$ cat src/rtl/div_iter_axis.sv
// Iterative radix-2 restoring divider with independent valid/ready operand
// channels and a single-cycle result pulse. Handles signed or unsigned
// operands depending on SIGNED.
module div_iter_axis #(
  parameter int unsigned WIDTH  = 32,
  parameter bit          SIGNED = 1'b1
) (
  input  logic               clk,
  input  logic               reset,
  input  logic [WIDTH-1:0]   s_axis_dividend_tdata,
  input  logic               s_axis_dividend_tvalid,
  output logic               s_axis_dividend_tready,
  input  logic [WIDTH-1:0]   s_axis_divisor_tdata,
  input  logic               s_axis_divisor_tvalid,
  output logic               s_axis_divisor_tready,
  output logic [2*WIDTH-1:0] m_axis_dout_tdata,
  output logic               m_axis_dout_tvalid
);

  localparam int unsigned CW = (WIDTH > 1) ? $clog2(WIDTH) : 1;

  typedef enum logic [1:0] {IDLE, PREP, ITER, DONE} state_t;

  state_t           state;
  state_t           state_next;
  logic             dvd_held;
  logic             dvs_held;
  logic [WIDTH-1:0] dvd_q;
  logic [WIDTH-1:0] dvs_q;
  logic [WIDTH-1:0] dvs_abs;
  logic [WIDTH-1:0] rem;
  logic [WIDTH-1:0] quo;
  logic             sign_q;
  logic             sign_r;
  logic [CW-1:0]    cnt;

  logic             accept;
  logic             dvd_fire;
  logic             dvs_fire;
  logic             start;
  logic             last;
  logic             dvd_neg;
  logic             dvs_neg;
  logic [WIDTH-1:0] dvd_abs_c;
  logic [WIDTH-1:0] dvs_abs_c;
  logic [WIDTH:0]   rem_sh;
  logic [WIDTH:0]   trial;
  logic [WIDTH-1:0] rem_nx;
  logic [WIDTH-1:0] quo_nx;
  logic [WIDTH-1:0] q_fix;
  logic [WIDTH-1:0] r_fix;

  assign dvd_fire = s_axis_dividend_tvalid & s_axis_dividend_tready;
  assign dvs_fire = s_axis_divisor_tvalid  & s_axis_divisor_tready;
  assign start    = accept & (dvd_held | dvd_fire) & (dvs_held | dvs_fire);
  assign last     = (cnt == CW'(WIDTH - 1));

  // State register
  always_ff @(posedge clk) begin
    if (reset) state <= IDLE;
    else       state <= state_next;
  end

  // Next-state logic
  always_comb begin
    state_next = state;
    case (state)
      IDLE:    if (start) state_next = PREP;
      PREP:    state_next = ITER;
      ITER:    if (last) state_next = DONE;
      DONE:    state_next = start ? PREP : IDLE;
      default: state_next = IDLE;
    endcase
  end

  // Handshake outputs decoded from state and held flags
  always_comb begin
    accept                 = 1'b0;
    s_axis_dividend_tready = 1'b0;
    s_axis_divisor_tready  = 1'b0;
    m_axis_dout_tvalid     = 1'b0;
    accept                 = (state == IDLE) || (state == DONE);
    s_axis_dividend_tready = accept & ~dvd_held;
    s_axis_divisor_tready  = accept & ~dvs_held;
    m_axis_dout_tvalid     = (state == DONE);
  end

  // Operand magnitudes and one restoring step with sign correction
  always_comb begin
    dvd_neg   = SIGNED & dvd_q[WIDTH-1];
    dvs_neg   = SIGNED & dvs_q[WIDTH-1];
    dvd_abs_c = dvd_neg ? -dvd_q : dvd_q;
    dvs_abs_c = dvs_neg ? -dvs_q : dvs_q;
    rem_sh    = {rem, quo[WIDTH-1]};
    trial     = rem_sh - {1'b0, dvs_abs};
    if (!trial[WIDTH]) begin
      rem_nx = trial[WIDTH-1:0];
      quo_nx = {quo[WIDTH-2:0], 1'b1};
    end else begin
      rem_nx = rem_sh[WIDTH-1:0];
      quo_nx = {quo[WIDTH-2:0], 1'b0};
    end
    q_fix = sign_q ? -quo_nx : quo_nx;
    r_fix = sign_r ? -rem_nx : rem_nx;
  end

  // Operand capture and held flags
  always_ff @(posedge clk) begin
    if (reset) begin
      dvd_held <= 1'b0;
      dvs_held <= 1'b0;
      dvd_q    <= '0;
      dvs_q    <= '0;
    end else begin
      if (dvd_fire) dvd_q <= s_axis_dividend_tdata;
      if (dvs_fire) dvs_q <= s_axis_divisor_tdata;
      if (start) begin
        dvd_held <= 1'b0;
        dvs_held <= 1'b0;
      end else begin
        if (dvd_fire) dvd_held <= 1'b1;
        if (dvs_fire) dvs_held <= 1'b1;
      end
    end
  end

  // Iteration datapath and result register
  always_ff @(posedge clk) begin
    if (reset) begin
      rem               <= '0;
      quo               <= '0;
      dvs_abs           <= '0;
      sign_q            <= 1'b0;
      sign_r            <= 1'b0;
      cnt               <= '0;
      m_axis_dout_tdata <= '0;
    end else begin
      case (state)
        PREP: begin
          rem     <= '0;
          quo     <= dvd_abs_c;
          dvs_abs <= dvs_abs_c;
          sign_q  <= dvd_neg ^ dvs_neg;
          sign_r  <= dvd_neg;
          cnt     <= '0;
        end
        ITER: begin
          rem <= rem_nx;
          quo <= quo_nx;
          cnt <= cnt + CW'(1);
          if (last) m_axis_dout_tdata <= {q_fix, r_fix};
        end
        default: ;
      endcase
    end
  end

endmodule

$ cat config.mk
export PLATFORM = sky130hd
export DESIGN_NAME = div_iter_axis
export DESIGN_NICKNAME = d
export VERILOG_FILES = /design/src/rtl/div_iter_axis.sv
export SDC_FILE = /design/constraint.sdc
export NUM_CORES = 1
export LEC_CHECK = 0
export BUFFER_PORTS_ARGS = -buffer_cell sky130_fd_sc_hd__buf_2
export CAP_MARGIN = 20
export CELL_PAD_IN_SITES_DETAIL_PLACEMENT = 0
export CELL_PAD_IN_SITES_GLOBAL_PLACEMENT = 1
export CORE_ASPECT_RATIO = 0.75
export CORE_UTILIZATION = 30
export DETAILED_ROUTE_END_ITERATION = 8
export PLACE_DENSITY = 0.61
export REMOVE_ABC_BUFFERS = 1
export SLEW_MARGIN = 20
export SYNTH_ARGS = -nofsm -noshare
export SYNTH_HDL_FRONTEND = slang
export SYNTH_SLANG_ARGS = --single-unit
$ cat constraint.sdc
create_clock -name clk -period 4.5 [get_ports clk]
set_clock_uncertainty 0.05 [all_clocks]
set_input_delay 0.9 -clock clk [delete_from_list [all_inputs] [get_ports clk]]
set_output_delay 0.9 -clock clk [all_outputs]
set_load 0.1 [all_outputs]
---- Yosys cells after proc, flatten, opt, wreduce, memory -nomap -nowiden ----
Cells that the tools add are included.
W data, S select, Z words.
cells by class
  shift-type cells ........................ 0
  $mul .................................... 0
  muxes and demuxes ....................... 13
  eq/ne operators ......................... 6
  bitwise logic cells ..................... 11
  $add $sub $neg .......................... 6
  reductions and logical operators ........ 6
  div/mod/pow operators ................... 0
  magnitude comparators ................... 0
operator list
  kind                   number
  $mux W32               5
  $neg A32 Y32           4
  $pmux W32 S2           2
  $sub A33 B32 Y33       1
  $pmux W5 S2            1
  $pmux W2 S4            1
  $and A1 B1 Y1          6
  $add A5 B1 Y5 const B  1
  $eq A5 B5 Y1 const B   1
  $eq A2 B2 Y1 const B   2
  $mux W2                2
  $ne A2 B2 Y1 const B   2
  $reduce_and A2 Y1      2
  $eq A2 B1 Y1 const B   1
  $logic_not A2 Y1       1
  $mux W1                2
  $not A1 Y1             2
  $or A1 B1 Y1           2
  $reduce_bool A2 Y1     1
  $reduce_or A2 Y1       1
  $logic_or A1 B1 Y1     1
  $xor A1 B1 Y1          1
storage, ports and cells
  memories ................................ 0
  ROM bits ................................ 0
  word-level logic and storage cells ...... 54
  output and inout bits ................... 67
  register bits ........................... 235
  input bits .............................. 68
  bits in latches ......................... 0
  RAM bits ................................ 0

---- Logic depth before layout (Yosys ltp) ----
Gate-level depths: netlist of the first run.
  word-level depth ........................ 9
  depth in mapped cells ................... 22
  gate-level depth less buffers ........... 18

---- Worst setup path before layout of the first run ----
No wires, ideal clock.
  kind .................................... flip-flop to flip-flop
  from .................................... register quo[31]
  to ...................................... register m_axis_dout_tdata[28]
  setup time .............................. 0.074 ns
  setup slack ............................. -0.259 ns
  cell stages (with the launch flop) ...... 21
  data required time ...................... 4.376 ns
  period minus slack after synthesis ...... 4.759 ns
  arrival ................................. 4.635 ns
  path buffers ............................ 4
  cells stage by stage .................... dfxtp_1 inv_1 ha_1 fa_1 nor2b_1 o31a_1 o21ai_2 a2111o_1 o211a_1 buf_6 inv_8 buf_2 buf_2 buf_1 nor2_1 a21oi_1 ha_1 nand2_1 or4_4 or4b_1 a31oi_1
between the ends
  word-level cells in the longest chain between the ends .. 4
ends and longest elaborated chain
  element                 RTL line  source
  start, declared         32        logic [WIDTH-1:0] quo;
  start signal, assigned  141       quo <= dvd_abs_c;
  start signal, assigned  149       quo <= quo_nx;
  $sub A33 B32 Y33        95        trial = rem_sh - {1'b0, dvs_abs};
  $mux W32 (*)            96        if (!trial[WIDTH]) begin
  $neg A32 Y32            104       r_fix = sign_r ? -rem_nx : rem_nx;
  $mux W32 (*)            104
  end signal, assigned    151       if (last) m_axis_dout_tdata <= {q_fix, r_fix};
  end, declared           16        output logic [2*WIDTH-1:0] m_axis_dout_tdata,
Mark *: on every way between the ends. The rest lies on a longest branch, timed or not.
A chain may end at the register's enable or synchronous reset.

---- Final worst setup path of the first run ----
Ends and elaborated chain as after synthesis.

==> results.yml, run 1 <==
floorplanning:
  initial_core_util: 0.307
  fp.dieW_um: 254
  placementRows: 68
  dieArea_um2: 48600
  core_area_um2: 46500
  num_io_pins: 135
  fp.dieH_um: 191
route:
  totalWireLength_um: 46400
  first_pass_iters: 7
  drc: 0
  viasPerCell: 5.23
  postRouteAntennaNets: 0
  vias: 13800
  drtIter0Drc: 1031
  post_drt_wl_per_cell_um: 17.5
cells_and_area:
  multiInputGateArea_um2: 8990
  final_common_cell: "nand2_1"
  regArea_um2: 4710
  layout.nets: 2109
  final_cell_mix: "nand2_1, dfxtp_1, nor2_1"
  layout-drive-gt1-share: 0.143
  diodes: 0
  fillers: 5016
  area_growth_pct: 17.4
  stdcell_area_um2: 16800
worst_setup_path:
  slowest_stage: "or4_4"
  cp_cell_sequence: "inv_1, ha_1, fa_1, nor2b_2, o31a_1, buf_4, buf_4, o211ai_1, o211a_1, or4_4, o32ai_4, nand2_4, or4_4, or4b_1, a31oi_1"
  worst-path-buf-inv: 3
  crit_required_ps: 4940
  worst_path_largest_cell_delay_ps: 570
  cp.arrival_ps: 4750
  worst_setup_path_end_kind: "register"
  start_kind: "register"
  critPathTopFamily: "simple AND/OR/NAND/NOR gates"
  path_max_fanout: 6
  path_class: "reg -> reg"
yosys:
  ys_ff_latch: 235
  ys_seq_area_frac: 0.329
  yosysWarnings: 0
  synth_edf_count: 0
  ys_async_sr_fraction: 0
  synthCells: 1884
  ys_types: 85
  syn_area_um2: 14300
  synth_top_flop_cell: "dfxtp_1"
  syn_avg_cell_area_um2: 7.59
grt:
  gr-total-overflow: 0
  grt_max_degree: 81
  grt_pass1_vias: 13000
  grt_first_pass_wirelength_um: 73600
  antenna_found_initial: 0
  grt.total_usage: 0.190
flow_run:
  drv_cap: 0
place:
  place.gp.congestion: 0.896
  io_buffers: 134
  post_dp_cell_area_um2: 15800
  place_ws_ps: 56.1
  hpwlAfterDp_um: 34700
power_and_ir_drop:
  p_sw_frac: 0.482
  p_leak_nw: 6.58
  clkPwrFrac: 0.183
  ir_drop_mv: 0.715
  p_int_mw: 6.40
  p_per_area_nw_per_um2: 736
  comb_power_share: 0.594
  p_seq_frac: 0.224
  power.switching_mw: 5.95
cts:
  clk_latency_ps: 560
  cts_tree: "yes"
  cts_buffers: 28
  htreeDepth: 1
  postCtsHoldBufs: 0
  cts_sinks: 235
  clockRootBuffer: "clkbuf_16"
  clkSlewWorstSetupHoldPaths_ps: 60
  clk_path_buf_depth: 3
sta:
  fmax_mhz: 232
  min_period_ps: 4310
  slew_headroom: 0.249
  finalMaxSlewViolations: 0
  hold_violations: 0
  worstMarginPinSlew_ps: 1130
  finalWorstSetupSlack_ps: 186
  setup_viol: 0
  whs_ps: 402
  period_share: 0.959
worst_hold_path:
  hold_class: "reg -> reg"
outcome:
  status: "completed"
[flip-flops by register name, indices dropped and copies added, names as in the netlist]
| name | flops |
|---|---|
| quo | 32 |
| dvs_abs | 32 |
| cnt | 5 |
| sign_q | 1 |
| state | 2 |
| dvs_held | 1 |
| dvd_q | 32 |
| m_axis_dout_tdata | 64 |
| dvd_held | 1 |
| sign_r | 1 |
| dvs_q | 32 |
| rem | 32 |
[final timing paths]
kind / cells past startpoint / startpoint / slack (ps) / end
max: 15 / quo[31] / 190 / m_axis_dout_tdata[28]
min: 2 / m_axis_dout_tdata[13] / 400 / m_axis_dout_tdata[13]
max reg2reg: 15 / quo[31] / 190 / m_axis_dout_tdata[28]
min reg2reg: 2 / m_axis_dout_tdata[13] / 400 / m_axis_dout_tdata[13]
[cell type report]
type | instances | share of cell area
inverters | 55 | 0.0130
repair buffers | 199 | 0.0713
multi-input cells | 1479 | 0.535
clock buffers | 43 | 0.0499
flip-flops and latches | 235 | 0.280
clock inverters | 5 | 0.00328
well taps | 630 | 0.0469
[stage by stage]
stage	TNS, ps	power, mW	utilization	cells
floorplan	-3660	7.55	-	1769
global placement	0	9.88	0.339	2593
detailed placement	0	9.92	0.340	2594
CTS	0	12.2	0.359	2642
global route	-26.1	13.3	0.361	2646
finish	0	12.4	0.361	2646
[routing by layer]
metal / share of wire / global-route usage / wire (um)
met1: 0.53 / 0.292 / 24500
met2: 0.40 / 0.274 / 18700
met3: 0.053 / 0.0287 / 2470
met4: 0.015 / 0.0338 / 711
met5: 0 / 0 / 0
[power by group through the flow]
stage / clock network (mW) / logic [mW] / registers, mW
global placement: 0 / 7.08 / 2.80
floorplan: 0 / 4.82 / 2.72
finish: 2.26 / 7.33 / 2.77
CTS: 2.33 / 7.14 / 2.76
global route: 2.41 / 8.07 / 2.83
detailed placement: 0 / 7.11 / 2.81
[Yosys cell counts (4+ instances only)]
cell | n | area [um2]
a211oi_1 | 67 | 503
a21boi_0 | 6 | 45.0
a21o_1 | 10 | 75.1
a21oi_1 | 145 | 726
a221oi_1 | 5 | 43.8
a22oi_1 | 23 | 173
a31oi_1 | 13 | 81.3
a41oi_1 | 5 | 43.8
and2_1 | 21 | 131
and3_1 | 8 | 50.1
and4_1 | 5 | 43.8
buf_1 | 11 | 41.3
buf_2 | 12 | 60.1
clkbuf_1 | 89 | 334
dfxtp_1 | 235 | 4700
ha_1 | 42 | 526
inv_1 | 52 | 195
mux2i_1 | 60 | 601
nand2_1 | 317 | 1190
nand2b_1 | 9 | 56.3
nand3_1 | 35 | 175
nand4_1 | 11 | 68.8
nor2_1 | 206 | 773
nor2b_1 | 8 | 50.1
nor3_1 | 34 | 170
nor4_1 | 24 | 150
o211a_1 | 6 | 60.1
o211ai_1 | 20 | 150
o21a_1 | 11 | 82.6
o21ai_0 | 103 | 515
o21bai_1 | 5 | 37.5
o311ai_0 | 4 | 35.0
o31a_1 | 4 | 35.0
o31ai_1 | 32 | 240
o41ai_1 | 17 | 149
or2_2 | 7 | 43.8
or3_1 | 24 | 150
or4_1 | 16 | 120
xnor2_1 | 23 | 201
xor2_1 | 91 | 797
[logic make-up after synthesis]
logic type               synth area share
multiplexers                       0.0446
flip-flops                          0.329
adder cells (fa/ha/maj)            0.0381
buffers and inverters              0.0475
XOR/XNOR                           0.0698
AND/OR/NAND/NOR                     0.231
AO/OA/AOI/OAI                       0.239
[worst reg2reg max path, delay by kind of cell (launching register included)]
kind / cells / cell delay (ps)
simple gates: 5 / 1920
fa+ha+maj: 2 / 610
compound gates: 5 / 990
flops: 1 / 360
buf+inv: 3 / 300
[repair_timing]
action | CTS | global route
buffers inserted | 0 | 4
resized for setup | 0 | 15
setup endpoints to repair | 0 | 19
Note: power is estimated with default switching activity, not from simulation.
==> run 2: changes to the inputs <==
Settings changed: PLACE_DENSITY 0.61 to 0.59.
Clock period 4.5 ns to 5.3 ns, I/O delays scaled along.
==> run 2 against run 1 <==
Net effect:
- clock power decreased by 12%
- sequential share of layout area increased by 0.60 points
- sequential cell count unchanged
- count of clock-buffer cells in the layout decreased by 3
- die area unchanged
- global-route usage increased by 0.077 points
- total power decreased by 18%
- largest cell class unchanged
==> results.yml, run 2 (same netlist as run 1, synthesis figures left out) <==
sta:
  finalSetupTns_ps: 0
  fmax_mhz: 207
  period_share: 0.914
  setup_viol: 0
  finalMaxSlewViolations: 0
  rsz0062_at_grt: "no"
  slew_headroom: 0.310
  min_period_ps: 4840
  worstMarginPinSlew_ps: 1040
  hold_violations: 0
grt:
  antenna_found_initial: 1
  gr-total-overflow: 0
  grt.total_usage: 0.190
  grt_pass1_vias: 12600
  grt_first_pass_wirelength_um: 73500
  grt_max_degree: 86
route:
  post_drt_wl_per_cell_um: 17.9
  vias: 13600
  drtIter0Drc: 945
  postRouteAntennaNets: 0
  first_pass_iters: 7
  drc: 0
  totalWireLength_um: 46400
  viasPerCell: 5.23
worst_setup_path:
  regToRegSetupSlack_ps: 460
  path_max_fanout: 33
  r2r-end: "m_axis_dout_tdata[26]"
  r2r_start: "quo[31]"
  worst_setup_path_end_kind: "register"
  cp.arrival_ps: 5260
  crit_required_ps: 5720
  start_kind: "register"
  path_class: "reg -> reg"
  r2r_cells: 18
cts:
  cts_resized: 0
  postCtsSetupRepairBufs: 0
  cts_buffers: 28
  clkSlewWorstSetupHoldPaths_ps: 60
  cts_tree: "yes"
  postCtsHoldBufs: 0
  clk_latency_ps: 570
  cts_sinks: 235
  clk_path_buf_depth: 3
  clockRootBuffer: "clkbuf_16"
  htreeDepth: 1
worst_hold_path:
  holdPathStages: 2
  hold_end: "m_axis_dout_tdata[16]"
  hp-start: "m_axis_dout_tdata[16]"
  hold_class: "reg -> reg"
floorplanning:
  fp.dieH_um: 191
  dieArea_um2: 48600
  fp.dieW_um: 254
  num_io_pins: 135
  placementRows: 68
  initial_core_util: 0.307
  core_area_um2: 46500
power_and_ir_drop:
  p_leak_nw: 6.40
  ir_drop_mv: 0.724
  p_per_area_nw_per_um2: 619
place:
  place.gp.congestion: 0.850
  io_buffers: 134
  hpwlAfterDp_um: 34800
  dp_cells: 2554
outcome:
  status: "completed"
flow_run:
  drv_cap: 0
cells_and_area:
  layout.nets: 2065
  top_register: "m_axis_dout_tdata"
  diodes: 0
  layout-drive-gt1-share: 0.120
  largest_register_ff_count: 64
  final_core_util: 0.353
  final_common_cell: "nand2_1"
  final_cell_mix: "nand2_1, dfxtp_1, nor2_1"
  final_cells: 2600
  area_growth_pct: 14.9
[run 2: cell count changes in the layout (fill, tap and decap cells not counted), sizes merged]
| cell | previous run | this run |
|---|---|---|
| buf | 199 | 155 |
| bufinv | 1 | 3 |
| clkbuf | 43 | 40 |
| inv | 53 | 54 |
| clkinvlp | 2 | 0 |
[run 2: layout make-up]
cell class                 instances  area (um2)
clock buffer                      40         827
inverter                          55         214
sequential                       235        4710
fill                            5021       30100
tap                              630         788
timing repair buffer             155         855
clock inverter                     6         109
multi-input combinational       1479        8940
[run 2: critical path, stage by stage, from the launching register on]
cell	delay (ps)
dfxtp_1	390
inv_1	100
ha_1	230
fa_1	410
nor2b_1	230
o31a_1	370
o21ai_2	150
a2111o_1	450
o211a_2	200
inv_8	200
nor2_1	60
a21oi_1	240
ha_1	410
nand2_1	120
nor4_1	210
a31oi_1	70
nor4_1	330
mux2_2	380
a31oi_1	120
[run 2: worst max path at each step]
stage	start	to	slack, ps	cells past startpoint
5_1_grt	quo[31]	m_axis_dout_tdata[26]	160	18
3_5_place_dp	quo[31]	m_axis_dout_tdata[28]	570	16
6_report	quo[31]	m_axis_dout_tdata[26]	460	18
3_3_place_gp	quo[31]	m_axis_dout_tdata[28]	670	16
2_1_floorplan	quo[31]	m_axis_dout_tdata[28]	370	15
4_1_cts	quo[31]	m_axis_dout_tdata[26]	520	18
[run 2: layer usage]
| layer | share of wire | vias to the layer above | GRT usage |
|---|---|---|---|
| li1 | - | 6863 | - |
| met1 | 0.54 | 6383 | 0.296 |
| met2 | 0.40 | 298 | 0.271 |
| met3 | 0.049 | 51 | 0.0316 |
| met4 | 0.015 | 0 | 0.0322 |
| met5 | 0 | - | 0 |
[run 2: where the power goes]
group | internal (mW) | total [mW] | switching, mW
combinational | 1.95 | 5.83 | 3.88
clock | 1.22 | 2.00 | 0.782
sequential | 2.04 | 2.35 | 0.308
[run 2: metrics by stage]
| step | total power [mW] | area (um2) | hold WS, ps | setup WS (ps) |
|---|---|---|---|---|
| final | 10.2 | 16400 | 400 | 458 |
| after global routing | 11.0 | 16400 | 421 | 162 |
| after CTS | 10.2 | 16400 | 404 | 517 |
| after detailed placement | 8.15 | 15500 | 395 | 565 |
| after global placement | 8.13 | 15500 | 389 | 670 |
| after floorplan | 6.41 | 13800 | 380 | 366 |
